===== config.mk =====
export PLATFORM = sky130hd
export DESIGN_NAME = clock_set_controller
export DESIGN_NICKNAME = d
export VERILOG_FILES = /design/src/rtl/clock_pkg.sv /design/src/rtl/key_debounce.sv /design/src/rtl/clock_set_controller.sv
export SDC_FILE = /design/constraint.sdc
export NUM_CORES = 1
export LEC_CHECK = 0
export BUFFER_PORTS_ARGS = -buffer_cell sky130_fd_sc_hd__buf_2
export CORE_ASPECT_RATIO = 1.1
export CORE_MARGIN = 2
export CORE_UTILIZATION = 40
export CTS_CLUSTER_SIZE = 12
export DETAILED_ROUTE_END_ITERATION = 6
export PLACE_DENSITY_LB_ADDON = 0.2
export SETUP_SLACK_MARGIN = 0.02
export SYNTH_ARGS = -nofsm -noshare
export SYNTH_HDL_FRONTEND = slang
export SYNTH_HIERARCHICAL = 1
export SYNTH_SLANG_ARGS = --single-unit

===== constraint.sdc =====
create_clock -name clk -period 3.2 [get_ports clk]
set_clock_uncertainty 0.2 [all_clocks]
set_input_delay 0.64 -clock clk [delete_from_list [all_inputs] [get_ports clk]]
set_output_delay 0.64 -clock clk [all_outputs]
set_load 0.01 [all_outputs]

===== src/rtl/clock_pkg.sv =====
// Shared definitions for the clock front end: set-mode state encoding,
// field indices, and small helpers for field selection and mode stepping.
package clock_pkg;

  typedef enum logic [1:0] {
    ST_RUN      = 2'd0,
    ST_SET_HOUR = 2'd1,
    ST_SET_MIN  = 2'd2,
    ST_SET_SEC  = 2'd3
  } state_t;

  localparam int FIELD_SEC  = 0;
  localparam int FIELD_MIN  = 1;
  localparam int FIELD_HOUR = 2;

  // One-hot field select for a state; RUN selects nothing.
  function automatic logic [2:0] field_select(input state_t s);
    logic [2:0] sel;
    sel = 3'b000;
    case (s)
      ST_SET_HOUR: sel[FIELD_HOUR] = 1'b1;
      ST_SET_MIN:  sel[FIELD_MIN]  = 1'b1;
      ST_SET_SEC:  sel[FIELD_SEC]  = 1'b1;
      default:     sel = 3'b000;
    endcase
    return sel;
  endfunction

  function automatic state_t next_mode(input state_t s);
    state_t n;
    case (s)
      ST_RUN:      n = ST_SET_HOUR;
      ST_SET_HOUR: n = ST_SET_MIN;
      ST_SET_MIN:  n = ST_SET_SEC;
      default:     n = ST_RUN;
    endcase
    return n;
  endfunction

endpackage


===== src/rtl/key_debounce.sv =====
// Single-key front end: 2-FF synchronizer, stability counter and press event.
// The *_nxt outputs expose the values the registers take at the next edge.
module key_debounce #(
  parameter int DEBOUNCE_CYC = 1_000_000
) (
  input  logic clk,
  input  logic rst,
  input  logic key,
  output logic level,
  output logic level_nxt,
  output logic press,
  output logic press_nxt
);

  localparam int CW = $clog2(DEBOUNCE_CYC + 1);
  localparam logic [CW-1:0] CNT_DONE = CW'(DEBOUNCE_CYC);

  logic          sync_p0;
  logic          sync_p1;
  logic [CW-1:0] cnt;
  logic          settle;

  assign settle    = (sync_p1 != level) && (cnt == CNT_DONE);
  assign level_nxt = settle ? sync_p1 : level;
  assign press_nxt = settle && sync_p1;

  always_ff @(posedge clk or posedge rst) begin
    if (rst) begin
      sync_p0 <= 1'b0;
      sync_p1 <= 1'b0;
      cnt     <= '0;
      level   <= 1'b0;
      press   <= 1'b0;
    end else begin
      // stage p0 -> p1: metastability filter
      sync_p0 <= key;
      sync_p1 <= sync_p0;
      level   <= level_nxt;
      press   <= press_nxt;
      if ((sync_p1 == level) || settle)
        cnt <= '0;
      else
        cnt <= cnt + 1'b1;
    end
  end

endmodule


===== src/rtl/clock_set_controller.sv =====
// Clock front end: 1 Hz prescaler, key debouncing, set-mode FSM and
// per-field manual increment pulses with auto-repeat.
module clock_set_controller
  import clock_pkg::*;
#(
  parameter int CLK_DIV          = 50_000_000,
  parameter int DEBOUNCE_CYC     = 1_000_000,
  parameter int REPEAT_DELAY_CYC = 25_000_000,
  parameter int REPEAT_RATE_CYC  = 10_000_000
) (
  input  logic       clk,
  input  logic       rst,
  input  logic       key_mode,
  input  logic       key_inc,
  output logic       sec_tick,
  output logic [2:0] is_manual_set,
  output logic [2:0] manual_carry_flag,
  output logic       blink
);

  localparam int PW = $clog2(CLK_DIV);
  localparam logic [PW-1:0] PRESC_MAX = PW'(CLK_DIV - 1);
  localparam logic [PW-1:0] BLINK_LIM = PW'(CLK_DIV / 2);

  localparam int REP_MAX = (REPEAT_DELAY_CYC > REPEAT_RATE_CYC) ? REPEAT_DELAY_CYC
                                                                 : REPEAT_RATE_CYC;
  localparam int RW = $clog2(REP_MAX + 1);
  localparam logic [RW-1:0] REP_FIRST = RW'(REPEAT_DELAY_CYC - 1);
  localparam logic [RW-1:0] REP_NEXT  = RW'(REPEAT_RATE_CYC - 1);

  state_t state;
  state_t state_nxt;

  logic mode_level, mode_level_nxt, mode_press, mode_press_nxt;
  logic inc_level, inc_level_nxt, inc_press, inc_press_nxt;
  logic unused_key_bits;

  logic [PW-1:0] presc;
  logic          run_entry;
  logic          set_nxt;

  logic [RW-1:0] rep_cnt;
  logic          rep_act;
  logic          rep_first;
  logic          rep_clear;
  logic          rep_arm;
  logic          rep_fire;
  logic          inc_evt;

  key_debounce #(.DEBOUNCE_CYC(DEBOUNCE_CYC)) u_mode_key (
    .clk       (clk),
    .rst       (rst),
    .key       (key_mode),
    .level     (mode_level),
    .level_nxt (mode_level_nxt),
    .press     (mode_press),
    .press_nxt (mode_press_nxt)
  );

  key_debounce #(.DEBOUNCE_CYC(DEBOUNCE_CYC)) u_inc_key (
    .clk       (clk),
    .rst       (rst),
    .key       (key_inc),
    .level     (inc_level),
    .level_nxt (inc_level_nxt),
    .press     (inc_press),
    .press_nxt (inc_press_nxt)
  );

  assign unused_key_bits = mode_level ^ mode_level_nxt ^ inc_level ^ inc_press;

  always_ff @(posedge clk or posedge rst) begin
    if (rst)
      state <= ST_RUN;
    else
      state <= state_nxt;
  end

  always_comb begin
    state_nxt     = state;
    is_manual_set = field_select(state);
    if (mode_press)
      state_nxt = next_mode(state);
  end

  assign run_entry = (state_nxt == ST_RUN) && (state != ST_RUN);
  assign set_nxt   = (state_nxt != ST_RUN);
  assign blink     = (state != ST_RUN) && (presc < BLINK_LIM);

  always_ff @(posedge clk or posedge rst) begin
    if (rst) begin
      presc    <= '0;
      sec_tick <= 1'b0;
    end else begin
      if (run_entry || (presc == PRESC_MAX))
        presc <= '0;
      else
        presc <= presc + 1'b1;
      // Time stays frozen while any field is being set.
      sec_tick <= (presc == PRESC_MAX) && (state == ST_RUN) && (state_nxt == ST_RUN);
    end
  end

  // Events are evaluated one edge ahead so the carry pulse lands in the same
  // cycle as the registered press event; a coincident mode press wins.
  assign rep_clear = !inc_level_nxt || (state_nxt != state);
  assign rep_arm   = inc_press_nxt && set_nxt && !mode_press_nxt;
  assign rep_fire  = rep_act && !rep_clear &&
                     (rep_cnt == (rep_first ? REP_FIRST : REP_NEXT));
  assign inc_evt   = (inc_press_nxt || rep_fire) && set_nxt && !mode_press_nxt;

  always_ff @(posedge clk or posedge rst) begin
    if (rst) begin
      rep_act   <= 1'b0;
      rep_first <= 1'b1;
      rep_cnt   <= '0;
    end else if (rep_arm) begin
      rep_act   <= 1'b1;
      rep_first <= 1'b1;
      rep_cnt   <= '0;
    end else if (!rep_act || rep_clear) begin
      rep_act   <= 1'b0;
      rep_first <= 1'b1;
      rep_cnt   <= '0;
    end else if (rep_fire) begin
      rep_first <= 1'b0;
      rep_cnt   <= '0;
    end else begin
      rep_cnt <= rep_cnt + 1'b1;
    end
  end

  always_ff @(posedge clk or posedge rst) begin
    if (rst)
      manual_carry_flag <= 3'b000;
    else
      manual_carry_flag <= inc_evt ? field_select(state_nxt) : 3'b000;
  end

endmodule


**Word level (Yosys, flattened, before mapping)**

Index checks and enable logic that the tools add are counted.
Widths: inputs -> output; s select.

- Output and inout port bits: 8
- Logic and storage cells: 88
- Flip-flop bits (word level): 106
- Bits of input ports: 4

- Add/sub/neg operators: 4
- Eq/ne operators: 15
- Multiplexer cells: 22
- Reduce and logical (&&, ||, !) cells: 30
- Magnitude comparators: 1

Operators with widths:

| operator | number |
|---|---|
| $mux 25 | 4 |
| $add 20x1->20 const B | 2 |
| $eq 20x20->1 const B | 2 |
| $mux 20 | 2 |
| $add 26x1->26 const B | 1 |
| $eq 26x26->1 const B | 1 |
| $lt 26x25->1 const B | 1 |
| $mux 26 | 1 |
| $add 25x1->25 const B | 1 |
| $eq 25x25->1 | 1 |
| $logic_and 1x1->1 | 14 |
| $mux 1 | 12 |
| $eq 2x2->1 const B | 4 |
| $logic_or 1x1->1 | 6 |
| $pmux 2 s3 | 1 |
| $reduce_bool 2->1 | 3 |
| $eq 2x1->1 const B | 2 |
| $logic_not 1->1 | 4 |
| $logic_not 2->1 | 2 |
| $mux 3 | 1 |
| $reduce_bool 3->1 | 1 |
| $eq 1x1->1 | 2 |
| $mux 2 | 1 |
| $ne 1x1->1 | 2 |
| $ne 2x2->1 | 1 |

**Logic depth before layout (Yosys ltp)**

- Depth in word-level cells: 12
- Mapped depth: 11
- Mapped depth without buffers: 10

**Hierarchy**

Netlist, hierarchy kept.

By module, submodules not included:

| module | sequential area each (um^2) | area each (um^2) | cells an instance | instances |
|---|---|---|---|---|
| clock_set_controller | 1,477.7 | 3,074.2 | 323 | 1 |
| key_debounce | 600.6 | 1,174.9 | 118 | 2 |

**Worst setup path before layout**

OpenSTA, ideal clock, no wires.

- Kind: reg-to-output
- Start: register presc[8]
- End: output port blink
- Cell stages (with the launch flop): 6
- Required time: 2.360 ns
- Path buffers: 0
- Arrival: 1.665 ns
- Slack: 0.695 ns
- Path through: dfrtp_1 -> nor4_1 -> a21oi_1 -> o21ai_1 -> a21oi_1 -> a2111oi_0

- Longest elaborated chain between the ends: 2

RTL lines:

| item | line | RTL |
|---|---|---|
| start: declaration | clock_set_controller.sv:38 | `logic [PW-1:0] presc;` |
| start signal: assignment | clock_set_controller.sv:98 | `presc <= presc + 1'b1;` |
| $lt 26x25->1 | clock_set_controller.sv:88 | `assign blink = (state != ST_RUN) && (presc < BLINK_LIM);` |
| $logic_and 1x1->1 | clock_set_controller.sv:88 |  |
| end: declaration | clock_set_controller.sv:18 | `output logic blink` |

Every way passes these cells.

**Worst setup path in the final report**

Ends and elaborated chain as after synthesis.

==> impl_metrics.tcl <==
set metrics [dict create \
    synth_cells 558 \
    postSynthAreaPerCell_sq_um 9.68 \
    ctsHtreeMaxLevel 3 \
    tightest_slew_ns 0.924 \
    ctsHoldBuffers 0 \
    die_y_um 126 \
    worstPathCellList "nor4_2, a21oi_1, o21ai_1, a21oi_1, a2111oi_0, buf_2" \
    wl_um 10500 \
    drtAntennaViolNets 0 \
    setup_slack_ns 0.305 \
    crit_start "presc[8]$_DFF_PP0_" \
    hold_class "reg -> reg" \
    critPathSlowestCell "dfrtp_1" \
    status "complete, no violations" \
    power_density_nw_per_um2 431 \
    met2_usage 0.257 \
    clk_path_buf_depth 2 \
    syn2layout_area_growth_pct 9.92 \
    worst_hold_startpoint "u_mode_key/sync_p0$_DFF_PP0_" \
    place_worst_setup_slack_ns 0.329 \
    most-common-layout-cells "105 x dfrtp_1, 102 x nor2_1, 49 x xnor2_1" \
    via_per_inst 5.37 \
    reg2reg_depth 8 \
    endpoint_kind "output port" \
    rsz0062_at_grt "false" \
    tns_ns 0 \
    top_usage_layer "met2" \
    grt_pass1_vias 3864 \
    wl_per_cell_um 14.4 \
    portBuffers 11 \
    crit_required_ns 2.36 \
    critical_path_class "reg -> out" \
    cp_max_fo 6 \
    critPathLaunchType "register" \
    report.final.slew_viol_count 0 \
    diodes 0 \
    dr.first_iter.drc_count 208 \
    critical_path.most_common_cell "a21oi_1" \
    clk_pin_slew_ns 0.07 \
    core_area_sq_um 13200 \
    maxSlewHeadroom 0.383 \
    cts_buffers 9 \
    grt_pass1_wl_um 18500 \
    post_cts_resized 0 \
    nets 583 \
    initial_utilization 0.409 \
    grt_use_met1 0.205 \
    drv_cap 0 \
    endpoint "blink" \
    cp_slowest_stage_delay_ns 0.44 \
    clock_sinks 106 \
    vias 3942 \
    gp_congestion 0.806 \
    setup_viol_count_final 0 \
    gr-total-overflow 0 \
    hold_viol 0 \
    final.fill_count 1317 \
    arrival_ns 2.06 \
    antenna_found_initial 0 \
    final.period_utilization 0.905 \
    rows 44 \
    postCtsSetupBuffers 0 \
    hpwl_um 7170 \
    root_buffer "clkbuf_16" \
    power.leakage_nw 2.34 \
    r2r_start "state[1]$_DFF_PP0_" \
    syn_nets 572 \
    yosys_warnings 6 \
    grtUsageMet3 0.0457 \
    ir_drop_mv 0.330 \
    dieArea_sq_um 14400 \
    drc 0 \
    grtUsageTotal 0.158 \
    total_power_mw 2.56 \
    final_core_util 0.449 \
    period_minus_slack_ns 2.90 \
    synthesis.area_sq_um 5400 \
    max_freq_ghz 0.345 \
    layout_commonest_cell "dfrtp_1" \
    timing.rr.end "presc[10]$_DFF_PP0_" \
    pin_count 12 \
    rrSetupSlack_ns 0.51 \
    cts_tree "yes" \
    hold_ws_ns 0.155 \
    grt_max_degree 60 \
    die_w_um 115 \
    insertion_delay_ns 0.34 \
    drive_gt1_frac 0.0855 \
    firstDrtPassIters 4 \
]
[stage by stage]
step                      instances  instance area [sq um]
final                           734                   5930
after global routing            734                   5930
after global placement          719                   5620
after detailed placement        719                   5620
after CTS                       734                   5920
after floorplan                 558                   5400
[routing by layer]
layer  wire length, um  part of all wire
met2              5100              0.48
met4               101            0.0096
met3               359             0.034
met1              4980              0.47
met5                 0                 0
[report_power, final]
group,leakage [nW],switching (mW),internal (mW)
logic,0.748,0.0424,0.0138
clock network,0.147,0.462,0.681
registers,1.45,0.0118,1.35
[registers in the layout (all words and copies together) (netlist names)]
name,cells
u_mode_key/sync_p0,1
u_mode_key/press,1
u_mode_key/cnt,20
u_mode_key/level,1
u_inc_key/cnt,20
u_inc_key/sync_p1,1
u_mode_key/sync_p1,1
rep_act,1
state,2
rep_cnt,25
sec_tick,1
manual_carry_flag,3
u_inc_key/sync_p0,1
presc,26
rep_first,1
u_inc_key/level,1
[critical path, delay by kind of cell (launching register included)]
| family | cells | cell delay (ns) |
|---|---|---|
| DFF | 1 | 0.44 |
| AOI/OAI and AO/OA | 4 | 0.73 |
| buffers and inverters | 1 | 0.21 |
| and+or+nand+nor | 1 | 0.34 |
[final cells by class]
cell class / count / area, sq um / area share
Clock buffer: 12 / 236 / 0.0398
Clock inverter: 3 / 65.1 / 0.0110
Inverter: 26 / 97.6 / 0.0164
Multi-Input combinational cell: 412 / 2590 / 0.436
Sequential cell: 106 / 2650 / 0.447
Tap cell: 161 / 201 / 0.0339
Timing Repair Buffer: 14 / 90.1 / 0.0152
[how the worst min path moves through the flow]
stage / end / slack (ns) / cells past startpoint
after global placement: u_mode_key/sync_p1$_DFF_PP0_ / 0.14 / 0
after floorplan: u_inc_key/sync_p1$_DFF_PP0_ / 0.13 / 0
after CTS: u_mode_key/sync_p1$_DFF_PP0_ / 0.16 / 0
after detailed placement: u_mode_key/sync_p1$_DFF_PP0_ / 0.14 / 0
after global routing: u_mode_key/sync_p1$_DFF_PP0_ / 0.16 / 0
final: u_mode_key/sync_p1$_DFF_PP0_ / 0.16 / 0
(Power assumes the default switching activity.)
